### config.mk
export PLATFORM = sky130hd
export DESIGN_NAME = traffic_ctrl_param
export DESIGN_NICKNAME = d
export VERILOG_FILES = /design/src/rtl/traffic_ctrl_param.sv
export SDC_FILE = /design/constraint.sdc
export NUM_CORES = 1
export LEC_CHECK = 0
export CORE_AREA = 2 2 117 119
export CTS_BUF_LIST = sky130_fd_sc_hd__clkbuf_2 sky130_fd_sc_hd__clkbuf_4 sky130_fd_sc_hd__clkbuf_8
export DETAILED_ROUTE_END_ITERATION = 10
export DIE_AREA = 0 0 119 121
export HOLD_SLACK_MARGIN = 0.05
export MAX_ROUTING_LAYER = met4
export PLACE_DENSITY = 0.77
export SYNTH_ARGS = -nofsm -noshare
export SYNTH_HDL_FRONTEND = slang
export SYNTH_SLANG_ARGS = --single-unit
### constraint.sdc
create_clock -name clk -period 47.4 [get_ports clk]
set_input_delay 11.85 -clock clk [delete_from_list [all_inputs] [get_ports clk]]
set_output_delay 11.85 -clock clk [all_outputs]
set_load 0.05 [all_outputs]
### src/rtl/traffic_ctrl_param.sv
// Two-direction intersection controller with a one-second prescaler, a pedestrian
// walk phase, a night flashing-yellow mode and per-direction BCD countdowns.
module traffic_ctrl_param #(
    parameter int CLK_HZ      = 50_000_000,
    parameter int GREEN_S     = 7,
    parameter int YELLOW_S    = 3,
    parameter int ALLRED_S    = 1,
    parameter int WALK_S      = 5,
    parameter int PED_GREEN_S = 2
) (
    input  logic       clk,
    input  logic       reset,
    input  logic       night_mode,
    input  logic       ped_req,
    output logic       xanh_1,
    output logic       vang_1,
    output logic       do_1,
    output logic       xanh_2,
    output logic       vang_2,
    output logic       do_2,
    output logic [3:0] cnt1_tens,
    output logic [3:0] cnt1_ones,
    output logic [3:0] cnt2_tens,
    output logic [3:0] cnt2_ones,
    output logic       ped_walk
);
    // state  | meaning
    // S_G2   | direction 2 green, direction 1 red
    // S_Y2   | direction 2 yellow, direction 1 red
    // S_AR_A | all red (walk phase when walk_q)
    // S_G1   | direction 1 green, direction 2 red
    // S_Y1   | direction 1 yellow, direction 2 red
    // S_AR_B | all red (walk phase when walk_q)
    // S_NIGHT| both yellows flash on blink, everything else dark
    typedef enum logic [2:0] {S_G2, S_Y2, S_AR_A, S_G1, S_Y1, S_AR_B, S_NIGHT} state_t;

    localparam int PW = (CLK_HZ > 2) ? $clog2(CLK_HZ) : 1;
    localparam logic [PW-1:0] PRE_LAST = PW'(CLK_HZ - 1);
    localparam logic [6:0] G_S   = 7'(GREEN_S);
    localparam logic [6:0] Y_S   = 7'(YELLOW_S);
    localparam logic [6:0] AR_S  = 7'(ALLRED_S);
    localparam logic [6:0] WK_S  = 7'(WALK_S);
    localparam logic [6:0] PG_S  = 7'(PED_GREEN_S);
    localparam logic [6:0] Y_AR  = 7'(YELLOW_S + ALLRED_S);

    state_t        state_q, state_d;
    logic [6:0]    rem_q, rem_d;
    logic [PW-1:0] pre_q, pre_d;
    logic          pend_q, pend_d;
    logic          blink_q, blink_d;
    logic          walk_q, walk_d;
    logic          tick;
    logic [6:0]    disp1, disp2;

    function automatic logic [7:0] to_bcd(input logic [6:0] v);
        logic [3:0] tens;
        logic [6:0] rest;
        tens = 4'd0;
        rest = v;
        for (int i = 0; i < 9; i++) begin
            if (rest >= 7'd10) begin
                rest = rest - 7'd10;
                tens = tens + 4'd1;
            end
        end
        return {tens, rest[3:0]};
    endfunction

    always_ff @(posedge clk or negedge reset) begin
        if (!reset) begin
            state_q <= S_G2;
            rem_q   <= G_S;
            pre_q   <= '0;
            pend_q  <= 1'b0;
            blink_q <= 1'b0;
            walk_q  <= 1'b0;
        end else begin
            state_q <= state_d;
            rem_q   <= rem_d;
            pre_q   <= pre_d;
            pend_q  <= pend_d;
            blink_q <= blink_d;
            walk_q  <= walk_d;
        end
    end

    always_comb begin
        tick    = (pre_q == PRE_LAST);
        pre_d   = tick ? '0 : pre_q + 1'b1;
        state_d = state_q;
        rem_d   = rem_q;
        blink_d = blink_q;
        walk_d  = walk_q;
        pend_d  = pend_q | ped_req;
        if (tick) begin
            if (night_mode) begin
                state_d = S_NIGHT;
                blink_d = (state_q == S_NIGHT) ? ~blink_q : 1'b0;
                walk_d  = 1'b0;
            end else if (state_q == S_NIGHT || rem_q == 7'd1) begin
                walk_d = 1'b0;
                case (state_q)
                    S_G2:    begin state_d = S_Y2; rem_d = Y_S; end
                    S_Y2:    state_d = S_AR_A;
                    S_AR_A:  begin state_d = S_G1; rem_d = G_S; end
                    S_G1:    begin state_d = S_Y1; rem_d = Y_S; end
                    S_Y1:    state_d = S_AR_B;
                    default: begin state_d = S_G2; rem_d = G_S; end
                endcase
                if (state_q == S_NIGHT) state_d = S_AR_B;
                // Entering either all-red: a pending request turns it into a walk phase.
                if (state_d == S_AR_A || state_d == S_AR_B) begin
                    rem_d  = pend_q ? WK_S : AR_S;
                    walk_d = pend_q;
                    if (pend_q) pend_d = ped_req;
                end
            end else if ((state_q == S_G1 || state_q == S_G2) && pend_q && rem_q > PG_S) begin
                rem_d = PG_S;
            end else begin
                rem_d = rem_q - 7'd1;
            end
        end
    end

    always_comb begin
        {xanh_1, vang_1, do_1, xanh_2, vang_2, do_2} = 6'b001001;
        disp1    = rem_q;
        disp2    = rem_q;
        ped_walk = 1'b0;
        case (state_q)
            S_G2:    begin xanh_2 = 1'b1; do_2 = 1'b0; disp1 = rem_q + Y_AR; end
            S_Y2:    begin vang_2 = 1'b1; do_2 = 1'b0; disp1 = rem_q + AR_S; end
            S_G1:    begin xanh_1 = 1'b1; do_1 = 1'b0; disp2 = rem_q + Y_AR; end
            S_Y1:    begin vang_1 = 1'b1; do_1 = 1'b0; disp2 = rem_q + AR_S; end
            S_NIGHT: begin
                {xanh_1, vang_1, do_1, xanh_2, vang_2, do_2} = {1'b0, blink_q, 1'b0, 1'b0, blink_q, 1'b0};
                disp1 = 7'd0;
                disp2 = 7'd0;
            end
            default: ped_walk = walk_q;
        endcase
        {cnt1_tens, cnt1_ones} = to_bcd(disp1);
        {cnt2_tens, cnt2_ones} = to_bcd(disp2);
    end
endmodule

==> impl_metrics.csv, run 1 <==
group,metric,value,unit
yosys,ys.flop_type,"dfrtp_1",
sta,timing.final.crit_share,57.9,%
cells_and_area,nFillCells,1179,
die,die-area,14400,µm²
yosys,ys_ff_latch,39,
yosys,yosysWarningCount,0,
yosys,postSynthCellCount,1014,
yosys,syn_avg_cell_area,7.56,µm²
sta,finalSetupViolations,0,
sta,rsz0062_at_grt,"no",
setup_path,rr_worst_depth,6,
yosys,syn_area,7660,µm²
clocking,cts_tree,"done",
clocking,htree_levels,2,
global_routing,grt_usage,26.3,%
cells_and_area,multi_input_area,6310,µm²
routing,dr.pass1.iters,6,
die,die_h,121,µm
routing,vias_per_cell,6.39,
yosys,synth_cell_type_count,118,
routing,drc_errors,0,
setup_path,reg2reg_slack,44770,ps
setup_path,slowest_delay,900,ps
sta,slew_headroom,34.4,%
clocking,ctsResizeCount,0,
setup_path,cp_top_family,"compound AO/OA/AOI/OAI gates",
clocking,cts-hold-fix-buffers,0,
min_path,hold_depth,1,
routing,vias,7609,
cells_and_area,antenna_cells,0,
placement,post-dp-hpwl,14.4,mm
setup_path,cp.required,35550,ps
yosys,synth_edf_count,0,
min_path,hold_path_class,"flop to flop",
min_path,holdPathEnd,"pre_q[4]",
die,start_util,58.6,%
routing,ant_nets,0,
clocking,postCtsSetupRepairBufs,0,
sta,tightest_slew,985,ps
die,fp.coreArea,13100,µm²
clocking,cts_root_buffer,"clkbuf_8",
setup_path,cpMostUsedCell,"ha_1",
setup_path,cp-end-kind,"output port",
job,drv_cap,0,
global_routing,grt-ovfl-total,0,
routing,first_iter_violations,703,
clocking,clkTransAtPathRegs,80,ps
yosys,async_flop_share,100,%
setup_path,crit_arrival,15590,ps
routing,wl_per_cell,15.4,µm
sta,hold_violations,0,
clocking,insertion_delay,290,ps
setup_path,r2r-end,"pend_q",
global_routing,grt_start_max_net_pins,40,
cells_and_area,nNetsFinal,1061,
setup_path,reg2reg_from,"state_q[2]",
min_path,hp-start,"pre_q[4]",
cells_and_area,seq_area,980,µm²
outcome,status,"finished clean",
cells_and_area,area_growth,5.04,%
sta,report.final.slew_viol_count,0,
die,num_rows,42,
setup_path,critPathMaxFanout,32,
sta,clock_skew,11.3,ps
yosys,ys_seq_area_share,12.8,%
clocking,cts_made_buffers,5,
sta,period_needed,27440,ps
global_routing,antenna_found_initial,0,
clocking,ctsLongestPathBuffers,2,
clocking,clock-sinks,39,
setup_path,timing.critical_path.buf_inv,11,
global_routing,grt_pass1_wl,31.9,mm
setup_path,crit_type,"flop to output port",
placement,gp_congestion,0.941,
setup_path,cpMaxStageDelayCell,"dfrtp_1",
die,dieWidth,119,µm
setup_path,start_kind,"flop",
sta,whs,472,ps
placement,io_buffers,26,
sta,clock.fmax,36.4,MHz
yosys,syn-num-nets,1061,
routing,totalWireLength,18.3,mm
global_routing,first_global_vias,7010,
cells_and_area,drive_above_1_share,10.7,%
die,io_pins,27,
sta,setup_tns,0,ps
## worst max path at each step
stage / endpoint / slack (ps) / start / cells past startpoint
after floorplan: cnt2_ones[2] / 22300 / rem_q[0] / 64
after global placement: cnt2_tens[2] / 20840 / rem_q[0] / 64
after detailed placement: cnt2_tens[3] / 20460 / rem_q[0] / 64
after CTS: cnt2_tens[3] / 20140 / rem_q[0] / 64
after global routing: cnt2_tens[2] / 18410 / state_q[2] / 63
final: cnt2_tens[3] / 19960 / state_q[2] / 63
## through the flow
stage	util, %	std cells	instance area (µm²)	worst slack (ps)
5_1_grt	61.5	1191	8050	18410
3_3_place_gp	60.8	1183	7960	20840
2_1_floorplan	-	1014	7660	22300
4_1_cts	61.5	1191	8050	20140
6_report	61.5	1191	8050	19960
3_5_place_dp	60.8	1183	7960	20460
## cells in the final DEF, fill, tap and decap left out, drive strengths merged, types with 7 or more instances in the layout
master / count
nor4: 7
o211ai: 17
nand4: 17
o21a: 9
o2bb2ai: 7
a21oi: 60
xor2: 28
inv: 46
clkdlybuf4s50: 25
nand3b: 7
and3: 16
nand2b: 15
nor2: 100
o21ai: 66
nand2: 90
clkbuf: 7
or2: 9
a2bb2oi: 8
xnor2: 52
a31oi: 12
nor2b: 16
or3: 11
and2: 20
o22ai: 12
nand3: 43
mux2i: 18
ha: 43
a21o: 10
nor3b: 7
nor3: 41
o31ai: 10
mux2: 25
dfrtp: 36
a211oi: 14
## logic make-up after synthesis
| family | synth area share [%] |
|---|---|
| DFF | 12.8 |
| xor gates and xnor gates | 9.24 |
| buffers and inverters | 4.83 |
| AOI/OAI and AO/OA | 31.1 |
| muxes | 6.27 |
| and+or+nand+nor | 28.7 |
| adders and majority gates | 7.02 |
## flip-flops by register name (all words and copies together) (netlist names)
name / count
pre_q: 26
state_q: 3
pend_q: 1
rem_q: 7
walk_q: 1
blink_q: 1
## per-layer routing
metal  GRT usage [%]  part of all wire (%)
met5               -                     0
met4            8.56                   2.1
met3            1.74                   3.7
met2            42.3                    47
met1            35.6                    48
## final cells by class
class                           instances  share of cell area [%]
Clock buffer                            7                    1.12
Timing Repair Buffer                   27                    3.26
Clock inverter                          1                  0.0622
Multi-Input combinational cell        894                    78.4
Tap cell                              176                    2.74
Sequential cell                        39                    12.2
Inverter                               47                    2.22
## synthesized netlist by cell type, types with 5 or more instances
library cell  number  area share (%)
o211a_1            5            0.65
and3_1            16             1.3
nand3_1           42             2.7
clkbuf_1          14            0.69
nand4_1           17             1.4
or4_1              5            0.49
o22ai_1           12            0.98
o21ai_1            8            0.52
a21o_1            10            0.98
o211ai_1          16             1.6
nor2b_1           15             1.2
or2_2              5            0.41
o2bb2ai_1          7            0.80
xor2_1            28             3.2
buf_2             12            0.78
xnor2_1           51             5.8
mux2_2            20             2.9
nor3b_1            6            0.59
a211o_1            5            0.57
o21a_1             8            0.78
a31oi_1           11            0.90
nand3b_1           6            0.59
mux2i_1           16             2.1
nor2_1            98             4.8
nand2_1           88             4.3
dfrtp_1           36              12
nor4_1             6            0.49
buf_6              5            0.73
ha_1              43             7.0
nor3_1            36             2.4
a21boi_0           5            0.49
nor3_2             5            0.65
a211oi_1           8            0.78
a21oi_1           57             3.7
nand2b_1          14             1.1
a2bb2oi_1          8            0.91
o21ai_0           57             3.7
o31ai_1            7            0.69
inv_1             43             2.1
or3_1              8            0.65
and2_1            19             1.6
Power of run 1 is left out: the tool's default activity adds up to more than one toggle a clock period on the data nets, which glitch-free logic cannot reach.
==> run 2: changes to the inputs <==
- clock period: 47.4 -> 27.3 ns (I/O delays scaled with it)
==> impl_metrics.csv, run 2 (synthesis results as in run 1) <==
group,metric,value,unit
outcome,status,"finished clean",
die,dieWidth,119,µm
cells_and_area,largest_reg_flops,26,
routing,vias,7540,
placement,io_buffers,26,
clocking,cts-hold-fix-buffers,0,
routing,ant_nets,0,
sta,clock_skew,8.50,ps
global_routing,grt_start_max_net_pins,40,
routing,first_iter_violations,646,
global_routing,antenna_found_initial,0,
cells_and_area,seq_area,980,µm²
clocking,cts_made_buffers,5,
sta,rsz0062_at_grt,"no",
global_routing,grt_usage,25.8,%
setup_path,crit_type,"flop to output port",
setup_path,crit_arrival,15570,ps
cells_and_area,multi_input_area,6310,µm²
clocking,clkTransAtPathRegs,80,ps
cells_and_area,layout_commonest_cell,"nor2_1",
cells_and_area,drive_above_1_share,10.7,%
sta,timing.final.crit_share,82.0,%
sta,tightest_slew,959,ps
clocking,ctsLongestPathBuffers,2,
sta,setup_tns,0,ps
cells_and_area,area_growth,5.34,%
die,die-area,14400,µm²
die,num_rows,42,
die,die_h,121,µm
sta,finalSetupViolations,0,
clocking,htree_levels,2,
setup_path,cp_top_family,"compound AO/OA/AOI/OAI gates",
cells_and_area,reg_top3,"pre_q x26, rem_q x7, state_q x3",
placement,dp.cells,1183,
die,start_util,58.6,%
clocking,cts_tree,"done",
routing,totalWireLength,18.3,mm
setup_path,cpMaxStageDelayCell,"dfrtp_1",
cells_and_area,antenna_cells,0,
placement,gp_congestion,0.938,
clocking,clock-sinks,39,
clocking,cts_root_buffer,"clkbuf_8",
cells_and_area,nFillCells,1159,
routing,wl_per_cell,15.4,µm
sta,hold_violations,0,
clocking,postCtsSetupRepairBufs,0,
cells_and_area,mostFrequentLayoutCells,"nor2_1 (98), nand2_1 (88), a21oi_1 (57), o21ai_0 (57), xnor2_1 (51)",
routing,dr.pass1.iters,5,
global_routing,grt_pass1_wl,31.5,mm
setup_path,cp-end-kind,"output port",
cells_and_area,regMostFlops,"pre_q",
cells_and_area,nNetsFinal,1061,
clocking,ctsResizeCount,0,
global_routing,grt-ovfl-total,0,
routing,drc_errors,0,
placement,post-dp-hpwl,14.3,mm
sta,period_needed,22390,ps
setup_path,timing.critical_path.buf_inv,11,
setup_path,critPathMaxFanout,32,
routing,vias_per_cell,6.33,
die,io_pins,27,
setup_path,slowest_delay,870,ps
setup_path,cpMostUsedCell,"ha_1",
global_routing,first_global_vias,6939,
setup_path,cp.required,20480,ps
cells_and_area,fin_cells,1191,
sta,report.final.slew_viol_count,0,
clocking,insertion_delay,290,ps
sta,clock.fmax,44.7,MHz
sta,slew_headroom,36.1,%
job,drv_cap,0,
die,fp.coreArea,13100,µm²
setup_path,start_kind,"flop",
min_path,hold_path_class,"flop to flop",
## run 2: area by class of cell
type	instances	area share, %
multi-input combinational	894	78.2
sequential	39	12.1
timing repair buffer	27	3.25
tap	176	2.73
inverter	47	2.22
clock buffer	6	1.02
clock inverter	2	0.434
## run 2: final timing paths
| path | slack [ps] | endpoint | from | depth (start not counted) |
|---|---|---|---|---|
| min in group asynchronous | 6630 | pre_q[20] | reset | 1 |
| setup reg to reg | 24750 | rem_q[3] | state_q[2] | 7 |
| hold reg to reg | 470 | pre_q[4] | pre_q[4] | 1 |
| setup / recovery | 4910 | cnt2_tens[3] | state_q[2] | 63 |
| max in group asynchronous | 20120 | pre_q[16] | reset | 1 |
| hold / removal | 470 | pre_q[4] | pre_q[4] | 1 |
## run 2: through the flow
stage / hold WS (ps) / setup slack (ps) / util [%] / instance area, µm²
after floorplan: 438 / 7220 / - / 7660
after global placement: 455 / 5760 / 60.8 / 7960
after detailed placement: 455 / 5330 / 60.8 / 7960
after CTS: 470 / 5000 / 61.7 / 8070
after global routing: 480 / 3460 / 61.7 / 8070
final: 467 / 4910 / 61.7 / 8070
## run 2: layer usage
metal  vias to the layer above  share of wire, %  global-route usage [%]
met2                       195                47                    43.2
met4                         0               2.2                    7.51
met1                      3496                48                    33.8
met3                        39               3.0                    1.79
met5                         -                 0                       -
li1                       3810                 -                       -
## run 2: worst reg2reg max path, stage by stage (launching register included)
cell and delay (ps):
dfrtp_1 870, nor2b_2 470, nand2_1 270, and2_1 320, nand2b_1 190, a31oi_1 60
o21ai_0 150, o21ai_0 90
Power of run 2 is left out for the same reason.
